==> src/rtl/instruction_scheduler.sv <==
// Instruction scheduler: two requesters merged into one in-order queue feeding the pixel generator.
// sync_fifo is the small generic queue used for the in-order buffer.

// Generic synchronous FIFO: in-order storage with occupancy count.
// Latency: a push is visible at the head one cycle later; the head reads combinationally.
// Backpressure: push is ignored when full and pop is ignored when empty, so callers gate on full/empty.
module sync_fifo #(
  parameter int AW = 3,
  parameter int W  = 32
) (
  input  logic          clk,
  input  logic          reset,
  input  logic          push,
  input  logic [W-1:0]  push_dat,
  input  logic          pop,
  output logic [W-1:0]  head_dat,
  output logic [AW:0]   count,
  output logic          full,
  output logic          empty
);
  localparam int DEPTH = 1 << AW;

  logic [W-1:0]  mem [DEPTH];
  logic [AW-1:0] wr_ptr;
  logic [AW-1:0] rd_ptr;
  logic          do_push;
  logic          do_pop;

  assign full     = (count == (AW+1)'(DEPTH));
  assign empty    = (count == '0);
  assign do_push  = push && !full;
  assign do_pop   = pop && !empty;
  assign head_dat = mem[rd_ptr];

  always_ff @(posedge clk) begin
    if (reset) begin
      wr_ptr <= '0;
      rd_ptr <= '0;
      count  <= '0;
    end else begin
      if (do_push) wr_ptr <= wr_ptr + AW'(1);
      if (do_pop)  rd_ptr <= rd_ptr + AW'(1);
      case ({do_push, do_pop})
        2'b10:   count <= count + (AW+1)'(1);
        2'b01:   count <= count - (AW+1)'(1);
        default: count <= count;
      endcase
    end
  end

  // Storage needs no reset; the pointers define what is valid.
  always_ff @(posedge clk) begin
    if (do_push) mem[wr_ptr] <= push_dat;
  end
endmodule

// Round-robin merge of ports A/B into an in-order queue, issuing the head to the pixel generator.
// Latency: accept in cycle t, head in t+1, issue strobe in t+2 when the head is not gated.
// Backpressure: ready drops while the queue is full (no push-through); a gated head stalls everything behind it.
module instruction_scheduler #(
  parameter int FIFO_AW    = 3,
  parameter int SPRITE_GAP = 4,
  parameter bit BLANK_GATE = 1'b1
) (
  input  logic               i_clk,
  input  logic               i_reset,
  input  logic [31:0]        i_a_instruction,
  input  logic               i_a_valid,
  output logic               o_a_ready,
  input  logic [31:0]        i_b_instruction,
  input  logic               i_b_valid,
  output logic               o_b_ready,
  input  logic               i_blank,
  output logic [31:0]        o_instruction,
  output logic               o_instruction_ready,
  output logic               o_discard,
  output logic [FIFO_AW:0]   o_fifo_count
);
  localparam int GAP_W    = (SPRITE_GAP > 0) ? $clog2(SPRITE_GAP + 1) : 1;
  localparam int GAP_LOAD = (SPRITE_GAP > 1) ? (SPRITE_GAP - 1) : 0;

  localparam logic [7:0] OP_SET_PIXEL  = 8'h07;
  localparam logic [7:0] OP_SET_SPRITE = 8'h08;

  typedef enum logic {
    SRC_A = 1'b0,
    SRC_B = 1'b1
  } src_t;

  src_t             last;
  logic             full;
  logic             empty;
  logic [31:0]      head;
  logic [7:0]       opcode;
  logic             a_xfer;
  logic             b_xfer;
  logic             push;
  logic [31:0]      push_dat;
  logic             pop;
  logic             issue;
  logic             drop;
  logic             gate_open;
  logic [GAP_W-1:0] gap_cnt;

  // Ready is computed from the occupancy before any same-cycle pop.
  assign o_a_ready = !full && (!i_b_valid || (last == SRC_B));
  assign o_b_ready = !full && (!i_a_valid || (last == SRC_A));
  assign a_xfer    = i_a_valid && o_a_ready;
  assign b_xfer    = i_b_valid && o_b_ready;
  assign push      = a_xfer || b_xfer;
  assign push_dat  = a_xfer ? i_a_instruction : i_b_instruction;

  always_ff @(posedge i_clk) begin
    if (i_reset) begin
      last <= SRC_B;
    end else if (a_xfer) begin
      last <= SRC_A;
    end else if (b_xfer) begin
      last <= SRC_B;
    end
  end

  sync_fifo #(
    .AW (FIFO_AW),
    .W  (32)
  ) u_fifo (
    .clk      (i_clk),
    .reset    (i_reset),
    .push     (push),
    .push_dat (push_dat),
    .pop      (pop),
    .head_dat (head),
    .count    (o_fifo_count),
    .full     (full),
    .empty    (empty)
  );

  assign opcode    = head[7:0];
  assign gate_open = !BLANK_GATE || i_blank;

  always_comb begin
    issue = 1'b0;
    drop  = 1'b0;
    if (!empty) begin
      if ((opcode == 8'h00) || (opcode > OP_SET_SPRITE)) begin
        drop = 1'b1;
      end else if (opcode == OP_SET_PIXEL) begin
        issue = gate_open;
      end else if (opcode == OP_SET_SPRITE) begin
        issue = gate_open && (gap_cnt == '0);
      end else begin
        issue = 1'b1;
      end
    end
  end

  assign pop = issue || drop;

  always_ff @(posedge i_clk) begin
    if (i_reset) begin
      o_instruction       <= '0;
      o_instruction_ready <= 1'b0;
      o_discard           <= 1'b0;
    end else begin
      o_instruction       <= issue ? head : '0;
      o_instruction_ready <= issue;
      o_discard           <= drop;
    end
  end

  // Loaded on the edge that raises the sprite strobe, so the next sprite strobe lands SPRITE_GAP cycles later.
  always_ff @(posedge i_clk) begin
    if (i_reset) begin
      gap_cnt <= '0;
    end else if (issue && (opcode == OP_SET_SPRITE)) begin
      gap_cnt <= GAP_W'(GAP_LOAD);
    end else if (gap_cnt != '0) begin
      gap_cnt <= gap_cnt - GAP_W'(1);
    end
  end
endmodule

==> config.mk <==
export PLATFORM = sky130hd
export DESIGN_NAME = instruction_scheduler
export DESIGN_NICKNAME = d
export VERILOG_FILES = /design/src/rtl/instruction_scheduler.sv
export SDC_FILE = /design/constraint.sdc
export NUM_CORES = 1
export LEC_CHECK = 0
export CORE_MARGIN = 5
export CORE_UTILIZATION = 30
export CTS_CLUSTER_SIZE = 12
export DETAILED_ROUTE_END_ITERATION = 6
export PLACE_DENSITY_LB_ADDON = 0.25
export SYNTH_ARGS = -nofsm -noshare
export SYNTH_HDL_FRONTEND = slang
export SYNTH_SLANG_ARGS = --single-unit
==> constraint.sdc <==
create_clock -name i_clk -period 5.3 [get_ports i_clk]
set_input_delay 0.795 -clock i_clk [delete_from_list [all_inputs] [get_ports i_clk]]
set_output_delay 0.795 -clock i_clk [all_outputs]
set_load 0.01 [all_outputs]
==> metrics.yaml <==
outcome:
  status: "completed"
critical_path:
  critical_path_class: "flop to flop"
  cp-end-kind: "flop"
  crit_fanout: 49
  start_kind: "flop"
  cp_slowest_cell: "dfxtp_4"
  crit_chain: "mux4_2, mux2_2, or4_1, a211oi_2, o22ai_1, ha_1, ha_1, a21o_1, a21oi_1, xnor2_1, or3_1, a21oi_1"
  slowest_delay_ns: 0.87
  worstPathArrival_ns: 4.91
  required_ns: 5.71
routing:
  wl_um: 24100
  vias_per_cell: 4.55
  drtAntennaViolNets: 0
  dr.pass1.iters: 4
  wl_per_cell_um: 18.8
  dr_total_vias: 5834
  drt_iter0_markers: 381
  drc: 0
cells_and_area:
  multiInputGateArea_um2: 2870
  insertedDiodeCount: 0
  final_cell_count_no_fill: 1282
  fin_area_um2: 14500
  regArea_um2: 8720
  fillers: 3642
  fin_nets: 816
  drive_above_1_share: 0.219
  syn_to_final_growth_pct: 24.2
sta:
  maxSlewViolCount: 0
  fmax_mhz: 222
  whs_ns: 0.482
  final_hold_viol_count: 0
  worst_slew_pin_slew_ns: 0.943
  setup_viol: 0
  fin_tns_setup_ns: 0
  period_share: 0.850
  skew_ns: 0.0118
  period_minus_slack_ns: 4.51
  slew_headroom: 0.369
  rsz0062_at_grt: "no"
floorplanning:
  initial_core_util: 0.303
  dieArea_um2: 43000
  die_width_um: 207
  ios: 109
  row_count: 72
  die_y_um: 207
  fp.coreArea_um2: 38600
logic_synthesis:
  synth_ff_type: "edfxtp_1"
  syn_inst: 609
  netlist_area_um2: 11700
  ys_async_sr_fraction: 0
  ys_types: 42
  ys_seq_area_frac: 0.746
  synthTopCellsByCount: "edfxtp_1, mux4_2, nor2_1"
  synthTopCellsByArea: "edfxtp_1, mux4_2, dfxtp_1"
  yosysWarnings: 0
  synth_seq_cells: 307
  synth_largest_area_cell: "edfxtp_1"
  yosysMostFrequentCell: "edfxtp_1"
  synth_top_area_frac: 0.658
  synth_edf_count: 256
  synth_area_per_cell_um2: 19.2
clock_network:
  cts_tree: "built"
  post_cts_buffers: 0
  cts_buffer_depth: 3
  clk_pin_slew_ns: 0.06
  clock_latency_ns: 0.50
  cts_buffers: 34
  cts-root-buf: "clkbuf_16"
  ctsResizeCount: 0
  htree_levels: 2
  hold_buffers: 0
  cts_sinks: 307
pwr:
  power_density_nw_per_um2: 486
  leakage_nw: 4.62
  combPwrFrac: 0.229
  pwr-share-seq: 0.450
  p_switching_mw: 1.90
  power_mw: 7.05
  p_int_mw: 5.15
  p_clk_frac: 0.321
  swShare: 0.270
  peakVddDrop_uv: 189
flow_run:
  drv_cap: 0
global_route:
  grt_antenna_before_repair: 0
  grt_pass1_vias: 6175
  grt.total_usage: 0.111
  grt_pass1_wl_um: 37100
  grt_max_degree: 50
  grt-ovfl-total: 0
placement:
  dpl.cell_count: 1221
  placed_area_um2: 13400
  place.gp.congestion: 0.694
  hpwl_um: 13600
  io_buffers: 108
worst_hold_path:
  hold_class: "flop to flop"
## metrics by stage
step,worst slack [ns],util
detailed placement,0.770,0.348
global placement,0.860,0.348
finish,0.794,0.376
floorplan,1.50,-
global route,0.515,0.376
CTS,0.753,0.376
## power groups by stage
stage	logic, mW	registers, mW	clock network (mW)
finish	1.62	3.17	2.26
global route	1.79	3.21	2.45
CTS	1.67	3.19	2.33
detailed placement	1.66	3.23	0
global placement	1.65	3.23	0
floorplan	1.26	3.11	0
## layout by cell type, fill, tap and decap left out, types with 5 or more instances in the layout
cell / n
a21oi_1: 13
buf_4: 10
clkbuf_1: 14
clkbuf_16: 35
clkdlybuf4s50_1: 108
dfxtp_1: 48
edfxtp_1: 256
ha_1: 7
inv_1: 9
mux2_2: 38
mux2i_1: 26
mux4_2: 57
nand2_1: 9
nand2b_1: 8
nor2_1: 47
nor2_4: 6
nor2b_1: 5
nor3_1: 11
## kinds of logic (layout without fill, tap and decap cells)
family	after synthesis	in the layout	synth area share
buffers and inverters	36	188	0.0146
and+or+nand+nor	98	98	0.0388
adders and majority gates	8	8	0.00921
other	1	4	0.000321
DFF	307	307	0.746
xor gates and xnor gates	5	5	0.00375
AOI/OAI and AO/OA	33	33	0.0190
muxes	121	121	0.169
## path summary, 6_finish.rpt
check / startpoint / to / slack [ns] / depth (start not counted)
hold reg to reg: u_fifo.wr_ptr[0]$_SDFFE_PP0P_ / u_fifo.wr_ptr[0]$_SDFFE_PP0P_ / 0.48 / 2
setup reg to reg: flop / u_fifo.count[3]$_SDFFE_PP0P_ / 0.79 / 12
hold / removal: u_fifo.wr_ptr[0]$_SDFFE_PP0P_ / u_fifo.wr_ptr[0]$_SDFFE_PP0P_ / 0.48 / 2
setup / recovery: flop / u_fifo.count[3]$_SDFFE_PP0P_ / 0.79 / 12
## routing by layer
| metal | global-route usage | vias up | routed length [µm] |
|---|---|---|---|
| met1 | 0.142 | 3008 | 10400 |
| met5 | 0 | - | 0 |
| li1 | - | 2673 | - |
| met2 | 0.192 | 121 | 12200 |
| met4 | 0.0303 | 0 | 423 |
| met3 | 0.0210 | 32 | 1020 |
## sequential cells by signal, indices dropped and copies added, names as in the netlist, named ones only
name,cells
o_instruction_ready,1
u_fifo.count,4
u_fifo.rd_ptr,3
o_instruction,32
u_fifo.mem,256
last,1
u_fifo.wr_ptr,3
o_discard,1
gap_cnt,3
## layout make-up
class	count	area share
repair buffers	118	0.0797
well taps	518	0.0447
clock buffers	53	0.0678
clock inverters	8	0.00638
multi-input cells	269	0.198
inverters	9	0.00233
flip-flops and latches	307	0.601
## critical path, delay by kind of cell (launching register included)
family	cells	cell delay, ns
multiplexers	2	0.72
AND/OR/NAND/NOR	2	0.94
XOR/XNOR	1	0.09
AO/OA/AOI/OAI	5	1.18
flip-flops	1	0.87
adder cells (fa/ha/maj)	2	0.61
(Power assumes the default switching activity.)
